$ cat config.mk
export PLATFORM = sky130hd
export DESIGN_NAME = lsu_decode_queue
export DESIGN_NICKNAME = d
export VERILOG_FILES = /design/src/rtl/lsu_pkg.sv /design/src/rtl/lsu_lane_decode.sv /design/src/rtl/lsu_decode_queue.sv
export SDC_FILE = /design/constraint.sdc
export NUM_CORES = 1
export LEC_CHECK = 0
export ABC_AREA = 1
export ABC_CLOCK_PERIOD_IN_PS = 3600
export CAP_MARGIN = 20
export CORE_MARGIN = 1
export CORE_UTILIZATION = 40
export DETAILED_ROUTE_END_ITERATION = 10
export PLACE_DENSITY = 0.72
export SYNTH_ARGS = -nofsm -noshare
export SYNTH_HDL_FRONTEND = slang
export SYNTH_HIERARCHICAL = 1
export SYNTH_SLANG_ARGS = --single-unit
$ cat constraint.sdc
create_clock -name clk -period 3.6 [get_ports clk]
set_clock_uncertainty 0.15 [all_clocks]
set_input_delay 0.36 -clock clk [delete_from_list [all_inputs] [get_ports clk]]
set_output_delay 0.36 -clock clk [all_outputs]
set_load 0.01 [all_outputs]
$ cat src/rtl/lsu_pkg.sv
// Shared types and decode helpers for the LSU decode queue and its lane decoders.
package lsu_pkg;

   localparam logic [6:0] OPC_LOAD  = 7'b0000011;
   localparam logic [6:0] OPC_STORE = 7'b0100011;

   typedef enum logic [1:0] {
      SZ_B = 2'b00,
      SZ_H = 2'b01,
      SZ_W = 2'b10
   } lsu_size_e;

   typedef struct packed {
      logic       is_load;
      logic       zero_ext;
      lsu_size_e  size;
      logic [4:0] rs1;
      logic [4:0] rs2;
      logic [4:0] rd;
      logic [11:0] imm;
      logic [1:0] lane;
   } lsu_uop_t;

   // Loads: LB, LH, LW, LBU, LHU.
   function automatic logic load_f3_legal(input logic [2:0] f3);
      return (f3 == 3'd0) || (f3 == 3'd1) || (f3 == 3'd2) || (f3 == 3'd4) || (f3 == 3'd5);
   endfunction

   // Stores: SB, SH, SW.
   function automatic logic store_f3_legal(input logic [2:0] f3);
      return (f3 == 3'd0) || (f3 == 3'd1) || (f3 == 3'd2);
   endfunction

endpackage

$ cat src/rtl/lsu_lane_decode.sv
// Combinational decode of one memory-slot instruction into a load/store micro-op.
module lsu_lane_decode
   import lsu_pkg::*;
#(
   parameter int LANE_IDX = 0
) (
   input  logic [31:0] inst,
   output logic        valid_op,
   output logic        is_nop,
   output logic        illegal,
   output lsu_uop_t    uop
);

   logic [6:0] w_opc;
   logic [2:0] w_f3;
   logic       w_is_load;
   logic       w_is_store;

   assign w_opc      = inst[6:0];
   assign w_f3       = inst[14:12];
   assign is_nop     = (inst == 32'd0);
   assign w_is_load  = (w_opc == OPC_LOAD)  && load_f3_legal(w_f3);
   assign w_is_store = (w_opc == OPC_STORE) && store_f3_legal(w_f3);
   assign valid_op   = w_is_load || w_is_store;
   assign illegal    = !is_nop && !valid_op;

   always_comb begin
      uop = '0;
      if (valid_op) begin
         uop.is_load  = w_is_load;
         uop.zero_ext = w_is_load && w_f3[2];
         uop.size     = lsu_size_e'(w_f3[1:0]);
         uop.rs1      = inst[19:15];
         uop.rs2      = w_is_store ? inst[24:20] : 5'd0;
         uop.rd       = w_is_load ? inst[11:7] : 5'd0;
         uop.imm      = w_is_load ? inst[31:20] : {inst[31:25], inst[11:7]};
         uop.lane     = 2'(LANE_IDX);
      end
   end

endmodule

$ cat src/rtl/lsu_decode_queue.sv
// Multi-lane load/store decoder with a compacting FIFO toward the LSU execute stage.
// Optional performance counters are enabled with LSU_DECODE_QUEUE_PERF_EN.
module lsu_decode_queue
   import lsu_pkg::*;
#(
   parameter int NUM_LANES = 2,
   parameter int DEPTH     = 4
) (
   input  logic                         clk,
   input  logic                         rst_n,
   input  logic                         flush,
   input  logic                         in_valid,
   output logic                         in_ready,
   input  logic [NUM_LANES*32-1:0]      in_inst,
   output logic                         out_valid,
   input  logic                         out_ready,
   output lsu_uop_t                     out_uop,
   output logic                         illegal,
   output logic [NUM_LANES-1:0]         illegal_lanes,
   output logic [$clog2(DEPTH+1)-1:0]   count
`ifdef LSU_DECODE_QUEUE_PERF_EN
   ,
   output logic [15:0]                  perf_loads,
   output logic [15:0]                  perf_stores,
   output logic [15:0]                  perf_illegal
`endif
);

   localparam int PW = (DEPTH > 1) ? $clog2(DEPTH) : 1;
   localparam int CW = $clog2(DEPTH + 1);

   logic [PW-1:0]        r_wr_ptr;
   logic [PW-1:0]        r_rd_ptr;
   logic [CW-1:0]        r_count;
   lsu_uop_t             r_mem [DEPTH];
   lsu_uop_t             r_last_uop;
   logic                 r_illegal;
   logic [NUM_LANES-1:0] r_illegal_lanes;

   logic [NUM_LANES-1:0] w_valid_op;
   logic [NUM_LANES-1:0] w_is_nop;
   logic [NUM_LANES-1:0] w_lane_illegal;
   logic [NUM_LANES-1:0] w_ill_mask;
   lsu_uop_t             w_uop [NUM_LANES];
   logic [PW-1:0]        w_slot [NUM_LANES];
   logic [CW-1:0]        w_push_cnt;
   logic                 w_push;
   logic                 w_pop;
   lsu_uop_t             w_head;

   for (genvar g = 0; g < NUM_LANES; g++) begin : g_lane
      lsu_lane_decode #(.LANE_IDX(g)) u_dec (
         .inst     (in_inst[g*32 +: 32]),
         .valid_op (w_valid_op[g]),
         .is_nop   (w_is_nop[g]),
         .illegal  (w_lane_illegal[g]),
         .uop      (w_uop[g])
      );
   end

   assign w_ill_mask = w_lane_illegal & ~w_is_nop;

   // Handshake: a transfer happens on a cycle where valid && ready are both high at the
   // clock edge; flush forces both in_ready and out_valid low so nothing transfers.
   assign in_ready  = !flush && ((DEPTH - int'(r_count)) >= NUM_LANES);
   assign out_valid = !flush && (r_count != '0);
   assign w_push    = in_valid && in_ready;
   assign w_pop     = out_valid && out_ready;

   // Each legal lane lands at wr_ptr plus the number of legal lanes below it.
   always_comb begin
      w_push_cnt = '0;
      for (int i = 0; i < NUM_LANES; i++) begin
         w_slot[i] = PW'((int'(r_wr_ptr) + int'(w_push_cnt)) % DEPTH);
         if (w_valid_op[i]) w_push_cnt = w_push_cnt + CW'(1);
      end
   end

   assign w_head  = r_mem[r_rd_ptr];
   assign out_uop = (r_count != '0) ? w_head : r_last_uop;

   always_ff @(posedge clk) begin
      if (w_push) begin
         for (int i = 0; i < NUM_LANES; i++) begin
            if (w_valid_op[i]) r_mem[w_slot[i]] <= w_uop[i];
         end
      end
   end

   always_ff @(posedge clk or negedge rst_n) begin
      if (!rst_n) begin
         r_wr_ptr        <= '0;
         r_rd_ptr        <= '0;
         r_count         <= '0;
         r_last_uop      <= '0;
         r_illegal       <= 1'b0;
         r_illegal_lanes <= '0;
      end else begin
         r_illegal       <= w_push && (|w_ill_mask);
         r_illegal_lanes <= w_push ? w_ill_mask : '0;
         r_last_uop      <= out_uop;
         if (flush) begin
            r_wr_ptr <= '0;
            r_rd_ptr <= '0;
            r_count  <= '0;
         end else begin
            if (w_push) r_wr_ptr <= PW'((int'(r_wr_ptr) + int'(w_push_cnt)) % DEPTH);
            if (w_pop)  r_rd_ptr <= PW'((int'(r_rd_ptr) + 1) % DEPTH);
            r_count <= r_count + (w_push ? w_push_cnt : CW'(0)) - (w_pop ? CW'(1) : CW'(0));
         end
      end
   end

   assign illegal       = r_illegal;
   assign illegal_lanes = r_illegal_lanes;
   assign count         = r_count;

`ifdef LSU_DECODE_QUEUE_PERF_EN
   logic [15:0] r_perf_loads;
   logic [15:0] r_perf_stores;
   logic [15:0] r_perf_illegal;
   logic [CW-1:0] w_n_loads;
   logic [CW-1:0] w_n_stores;
   logic [CW-1:0] w_n_illegal;

   function automatic logic [15:0] sat_add(input logic [15:0] a, input logic [CW-1:0] n);
      logic [16:0] s;
      s = {1'b0, a} + 17'(n);
      return s[16] ? 16'hFFFF : s[15:0];
   endfunction

   always_comb begin
      w_n_loads   = '0;
      w_n_stores  = '0;
      w_n_illegal = '0;
      for (int i = 0; i < NUM_LANES; i++) begin
         if (w_valid_op[i] && w_uop[i].is_load)  w_n_loads   = w_n_loads + CW'(1);
         if (w_valid_op[i] && !w_uop[i].is_load) w_n_stores  = w_n_stores + CW'(1);
         if (w_ill_mask[i])                      w_n_illegal = w_n_illegal + CW'(1);
      end
   end

   // Counters survive flush; only reset clears them.
   always_ff @(posedge clk or negedge rst_n) begin
      if (!rst_n) begin
         r_perf_loads   <= '0;
         r_perf_stores  <= '0;
         r_perf_illegal <= '0;
      end else if (w_push) begin
         r_perf_loads   <= sat_add(r_perf_loads, w_n_loads);
         r_perf_stores  <= sat_add(r_perf_stores, w_n_stores);
         r_perf_illegal <= sat_add(r_perf_illegal, w_n_illegal);
      end
   end

   assign perf_loads   = r_perf_loads;
   assign perf_stores  = r_perf_stores;
   assign perf_illegal = r_perf_illegal;
`endif

endmodule
==> results of run 1 <==
## cells in the mapped netlist, types with 3 or more instances
cell type  number  area [sq um]
edfxtp_1      132          3960
ha_1            9           113
nand2_1       317          1190
nor2_1        251           942
a31oi_1        33           206
nand4_1       132           826
o21ai_0        18          90.1
clkbuf_1       23          86.3
dfrtp_1        43          1080
buf_1           3          11.3
nand2_2         6          37.5
buf_6          12           135
buf_4          16           120
o21ai_1        56           280
nand3_4         4          70.1
inv_1          73           274
inv_2           9          33.8
nand4_4         4          85.1
nor2_2          7          43.8
nor2_4         27           304
a21oi_1        13          65.1
nand3_1        20           100
buf_2          37           185
## metrics by stage
stage	instances	total power, uW	setup slack (ns)
final	1668	6640	0.140
after detailed placement	1635	4940	0.410
after CTS	1668	6670	0.135
after global routing	1668	6960	0.0178
after global placement	1635	4900	0.443
after floorplan	1262	3770	0.00440
## how the worst max path moves through the flow
| stage | from | to | slack [ns] | cells past startpoint |
|---|---|---|---|---|
| floorplan | count[0] | r_mem[1][0] | 0.004 | 9 |
| global placement | in_valid | r_mem[1][25] | 0.44 | 7 |
| detailed placement | in_inst[12] | count[2] | 0.41 | 13 |
| CTS | count[0] | out_uop[15] | 0.13 | 8 |
| global route | count[1] | out_uop[15] | 0.02 | 7 |
| finish | count[1] | out_uop[15] | 0.14 | 7 |
## report_power, final
group / internal (uW) / switching (uW) / leakage, uW / total, uW
clock network: 939 / 817 / 0.000268 / 1760
registers: 2370 / 101 / 0.00174 / 2470
logic: 1030 / 1390 / 0.00299 / 2420
total: 4330 / 2310 / 0.00500 / 6640
## layer usage
metal / track usage, % / share of wire, % / vias up
met5: 0 / 0 / -
met4: 11.6 / 3.7 / 0
met3: 3.86 / 9.4 / 70
met2: 36.5 / 47 / 457
met1: 29.4 / 40 / 4128
li1: - / - / 4365
## registers in the layout (all words and copies together), names as in the netlist
register and count:
count 3, r_last_uop 33, illegal_lanes 2, illegal 1
r_rd_ptr 2, r_wr_ptr 2, r_mem 132
## cell families (layout without fill, tap and decap cells)
logic type                 Yosys count  count (layout)  share of synthesized area [%]
other                                2               3                         0.0720
DFF                                175             175                           48.3
buffers and inverters              177             253                           8.67
and+or+nand+nor                    770             770                           34.9
xor gates and xnor gates             3               3                          0.252
adders and majority gates           10              10                           1.27
AOI/OAI and AO/OA                  124             124                           6.49
## timing repair
item                                    4_1_cts  5_1_grt
hold buffers                                  1        0
endpoints found under the setup margin        0        2
hold endpoints to repair                     26        0
resized for setup                             0        1
## layout make-up
| cell class | count | area, sq um |
|---|---|---|
| fill | 2360 | 13200 |
| sequential | 175 | 5040 |
| multi-input combinational | 910 | 4510 |
| timing repair buffer | 137 | 1400 |
| clock buffer | 20 | 458 |
| tap | 330 | 413 |
| inverter | 84 | 327 |
| clock inverter | 12 | 97.6 |
==> flow_summary.json, run 1 <==
{
  "utilization_pct": 48.2,
  "fp.coreArea_sq_um": 25400,
  "grt_pass1_vias": 8288,
  "drt_wl_total_microns": 29500,
  "path_clk_slew_ns": 0.07,
  "start_kind": "flip-flop",
  "drv_slew": 0,
  "insertion_delay_ns": 0.44,
  "area_delta_synth_final_pct": 17.4,
  "setup_violations": 0,
  "power_density_nw_per_um2": 542,
  "synth-edff-count": 132,
  "antenna_found_initial": 0,
  "ys_types": 32,
  "final_hold_viol_count": 0,
  "syn_area_sq_um": 10400,
  "synth_area_per_cell_sq_um": 8.27,
  "synthCells": 1261,
  "drive_gt1_share_pct": 9.64,
  "die_width_microns": 163,
  "critPathBufInv": 4,
  "cp_cell_sequence": "inv_1 -> ha_1 -> ha_1 -> clkinv_2 -> buf_12 -> a31oi_1 -> clkdlybuf4s50_1",
  "cts_setup_buffers": 0,
  "cpLargestDelayFamily": "buffers and inverters",
  "crit_top_cell": "ha_1",
  "fin_nets": 1404,
  "viasPerCell": 5.41,
  "finalCritPeriodShare_pct": 96.1,
  "period_minus_slack_ns": 3.46,
  "grt_first_pass_wirelength_microns": 45500,
  "fin_tns_setup_ns": 0,
  "max_cap_violations": 0,
  "ff2ff_setup_slack_ns": 0.44,
  "whs_ns": 0.343,
  "p_leak_uw": 0.00500,
  "max_stage_delay_ns": 0.63,
  "diodes": 0,
  "dr.pass1.iters": 6,
  "async_reset_ff_share_pct": 24.6,
  "mostFrequentLayoutCell": "nand2_1",
  "die-area_sq_um": 26700,
  "worstMarginPinSlew_ns": 0.789,
  "ys.flop_type": "edfxtp_1",
  "place_hpwl_microns": 18800,
  "numClockSinks": 175,
  "worstSetupEndpointType": "output pin",
  "postPlaceCellArea_sq_um": 11700,
  "ys_seq_elements": 175,
  "ant_nets": 0,
  "wl_per_cell_microns": 17.7,
  "rsz0062_at_grt": "no",
  "ctsLongestPathBuffers": 2,
  "critPathRequiredTime_ns": 3.09,
  "final_cell_mix": "nand2_1 (317), nor2_1 (251), nand4_1 (132), edfxtp_1 (132), clkdlybuf4s50_1 (108)",
  "crit_slowest_cell": "clkdlybuf4s50_1",
  "worstPathArrival_ns": 2.95,
  "floorplan.initialDensity_pct": 41.0,
  "status": "finished, final reports clean",
  "grt_max_degree": 148,
  "fin_area_sq_um": 12200,
  "ios": 110,
  "rows": 58,
  "r2r-start": "count[1]",
  "relSlewSlack_pct": 47.3,
  "r2r-end": "r_mem[1][12]",
  "place_congestion": 0.869,
  "worstSetupPathType": "flip-flop to output pin",
  "min_path_type": "input port to asynchronous set/reset pin",
  "rr_worst_depth": 10,
  "htree_num_levels": 4,
  "yosysWarnings": 6,
  "die_h_microns": 163,
  "drc": 0,
  "cts-root-buf": "clkbuf_16",
  "drtIter0Drc": 779,
  "io_buffers": 109,
  "max_freq_ghz": 0.289,
  "cts_tree": "yes",
  "cts_made_buffers": 17,
  "path_max_fanout": 32,
  "peakVddDrop_mv": 0.407,
  "ys_seq_area_share_pct": 48.3,
  "vias": 9020,
  "grt.overflow.total": 0,
  "track_usage_pct": 22.7
}
(Power assumes the default switching activity.)
==> inputs of run 2 (changes only) <==
--- a/config.mk
+++ b/config.mk
@@ -9,9 +9,9 @@
 export ABC_CLOCK_PERIOD_IN_PS = 3600
 export CAP_MARGIN = 20
 export CORE_MARGIN = 1
-export CORE_UTILIZATION = 40
+export CORE_UTILIZATION = 45
 export DETAILED_ROUTE_END_ITERATION = 10
-export PLACE_DENSITY = 0.72
+export PLACE_DENSITY = 0.78
 export SYNTH_ARGS = -nofsm -noshare
 export SYNTH_HDL_FRONTEND = slang
 export SYNTH_HIERARCHICAL = 1
==> flow_summary.json, run 2 (synthesis results as in run 1) <==
{
  "critPathRequiredTime_ns": 3.09,
  "numClockSinks": 175,
  "crit_slowest_cell": "clkdlybuf4s50_1",
  "die-area_sq_um": 23800,
  "die_width_microns": 154,
  "worstSetupPathType": "flip-flop to output pin",
  "postPlaceCellArea_sq_um": 11600,
  "viasPerCell": 5.72,
  "worstSetupEndpointType": "output pin",
  "cp_cell_sequence": "inv_1 -> ha_1 -> ha_1 -> inv_2 -> buf_4 -> nor2_1 -> a31oi_1 -> clkdlybuf4s50_1",
  "rr_worst_depth": 9,
  "ff2ff_setup_slack_ns": 0.47,
  "final_hold_viol_count": 0,
  "grt_max_degree": 86,
  "fin_nets": 1409,
  "fin_area_sq_um": 12200,
  "worstMarginPinSlew_ns": 1.06,
  "fin_tns_setup_ns": 0,
  "seqPwrFrac_pct": 36.6,
  "drtIter0Drc": 1294,
  "vias": 9310,
  "p_int_uw": 4470,
  "worstPathArrival_ns": 2.94,
  "antenna_found_initial": 0,
  "crit_top_cell": "ha_1",
  "drc": 0,
  "wl_per_cell_microns": 18.2,
  "relSlewSlack_pct": 29.1,
  "combPwrFrac_pct": 35.9,
  "drt_wl_total_microns": 29700,
  "htree_num_levels": 4,
  "r2r-start": "count[0]",
  "setup_violations": 0,
  "max_stage_delay_ns": 0.60,
  "insertion_delay_ns": 0.45,
  "fp.coreArea_sq_um": 22700,
  "post-place-ws_ns": 0.339,
  "path_max_fanout": 16,
  "diodes": 0,
  "fillers": 2008,
  "drive_gt1_share_pct": 9.98,
  "p_leak_uw": 0.00504,
  "place_congestion": 0.891,
  "io_buffers": 109,
  "period_minus_slack_ns": 3.45,
  "dr.pass1.iters": 8,
  "ios": 110,
  "critPathBufInv": 4,
  "ctsLongestPathBuffers": 2,
  "p_sw_uw": 2300,
  "final_cell_mix": "nand2_1 (317), nor2_1 (251), nand4_1 (132), edfxtp_1 (132), clkdlybuf4s50_1 (108)",
  "startpoint": "count[0]",
  "ant_nets": 0,
  "floorplan.initialDensity_pct": 45.9,
  "die_h_microns": 154,
  "mostFrequentLayoutCell": "nand2_1",
  "finalCritPeriodShare_pct": 95.7,
  "track_usage_pct": 25.7,
  "crit_cells": 8,
  "clkPwrFrac_pct": 27.5,
  "cpLargestDelayFamily": "buffers and inverters",
  "min_path_type": "input port to flip-flop",
  "cts-root-buf": "clkbuf_16",
  "grt_pass1_vias": 8927,
  "largest_reg_flops": 132,
  "cts_made_buffers": 17,
  "place_hpwl_microns": 19100,
  "area_delta_synth_final_pct": 17.5,
  "rows": 55,
  "power.total_uw": 6770,
  "path_clk_slew_ns": 0.06,
  "drv_slew": 0,
  "grt.overflow.total": 0,
  "worstSetupEndpoint": "out_uop[5]",
  "cts_tree": "yes",
  "power_switching_share_pct": 33.9,
  "r2r-end": "r_mem[2][6]",
  "grt_first_pass_wirelength_microns": 46400,
  "max_freq_ghz": 0.290,
  "power_density_nw_per_um2": 553,
  "max_cap_violations": 0,
  "status": "finished, final reports clean",
  "peakVddDrop_mv": 0.349,
  "timing.final.ws_setup_ns": 0.154,
  "start_kind": "flip-flop",
  "rsz0062_at_grt": "no"
}
run 2: changes by cell type in the layout (fill, tap and decap cells not counted), sizes merged:
cell	delta
inv	-4
buf	+5
clkbuf	+1
bufinv	+2
clkinvlp	+1
run 2: how the worst min path moves through the flow:
stage,startpoint,to,slack [ns],cells past startpoint
2_1_floorplan,rst_n,count[0],-0.09,0
3_3_place_gp,r_last_uop[16],r_last_uop[16],0.39,2
3_5_place_dp,r_last_uop[12],r_last_uop[12],0.39,2
4_1_cts,out_ready,r_rd_ptr[0],0.39,3
5_1_grt,out_ready,r_rd_ptr[0],0.41,3
6_report,out_ready,r_rd_ptr[0],0.38,3
run 2: per-layer routing:
layer | track usage (%) | routed length (microns) | up-vias
li1 | - | - | 4376
met5 | 0 | 0 | -
met1 | 31.2 | 11200 | 4274
met2 | 41.1 | 13900 | 560
met3 | 6.33 | 3080 | 100
met4 | 16.4 | 1410 | 0
run 2: final cells by class:
class	count	area [sq um]	share of cell area, %
clock buffer	21	460	3.76
clock inverter	11	131	1.07
inverter	84	325	2.66
multi-input combinational	910	4510	36.8
sequential	175	5040	41.2
tap	285	357	2.91
timing repair buffer	142	1420	11.6
run 2: timing repair:
action | CTS | global route
buffers inserted | 0 | 0
resized for setup | 0 | 0
hold endpoints to repair | 34 | 0
hold buffers | 1 | 0
setup endpoints to repair | 0 | 0
run 2: stage by stage:
stage / std cells / utilization, % / hold WS [ns]
floorplan: 1262 / - / -0.0856
global placement: 1595 / 51.3 / 0.391
detailed placement: 1595 / 51.3 / 0.394
CTS: 1628 / 53.9 / 0.385
global route: 1628 / 53.9 / 0.407
finish: 1628 / 53.9 / 0.380
run 2: power by group through the flow:
| stage | clock [uW] | sequential [uW] | combinational [uW] |
|---|---|---|---|
| final | 1860 | 2480 | 2430 |
| after global routing | 1940 | 2500 | 2620 |
| after CTS | 1870 | 2480 | 2430 |
| after detailed placement | 0 | 2520 | 2420 |
| after global placement | 0 | 2510 | 2390 |
| after floorplan | 0 | 2470 | 1300 |
run 2: worst min-delay path, cell delays in order:
cell             delay [ns]
clkdlybuf4s50_1        0.40
nand2_1                0.10
o21ai_0                0.08
==> inputs of run 3 (changes only) <==
--- a/config.mk
+++ b/config.mk
@@ -12,6 +12,7 @@
 export CORE_UTILIZATION = 45
 export DETAILED_ROUTE_END_ITERATION = 10
 export PLACE_DENSITY = 0.78
+export SLEW_MARGIN = 15
 export SYNTH_ARGS = -nofsm -noshare
 export SYNTH_HDL_FRONTEND = slang
 export SYNTH_HIERARCHICAL = 1
==> results of run 3 <==
The final DEF is identical to that of run 2; final timing and power are the same.
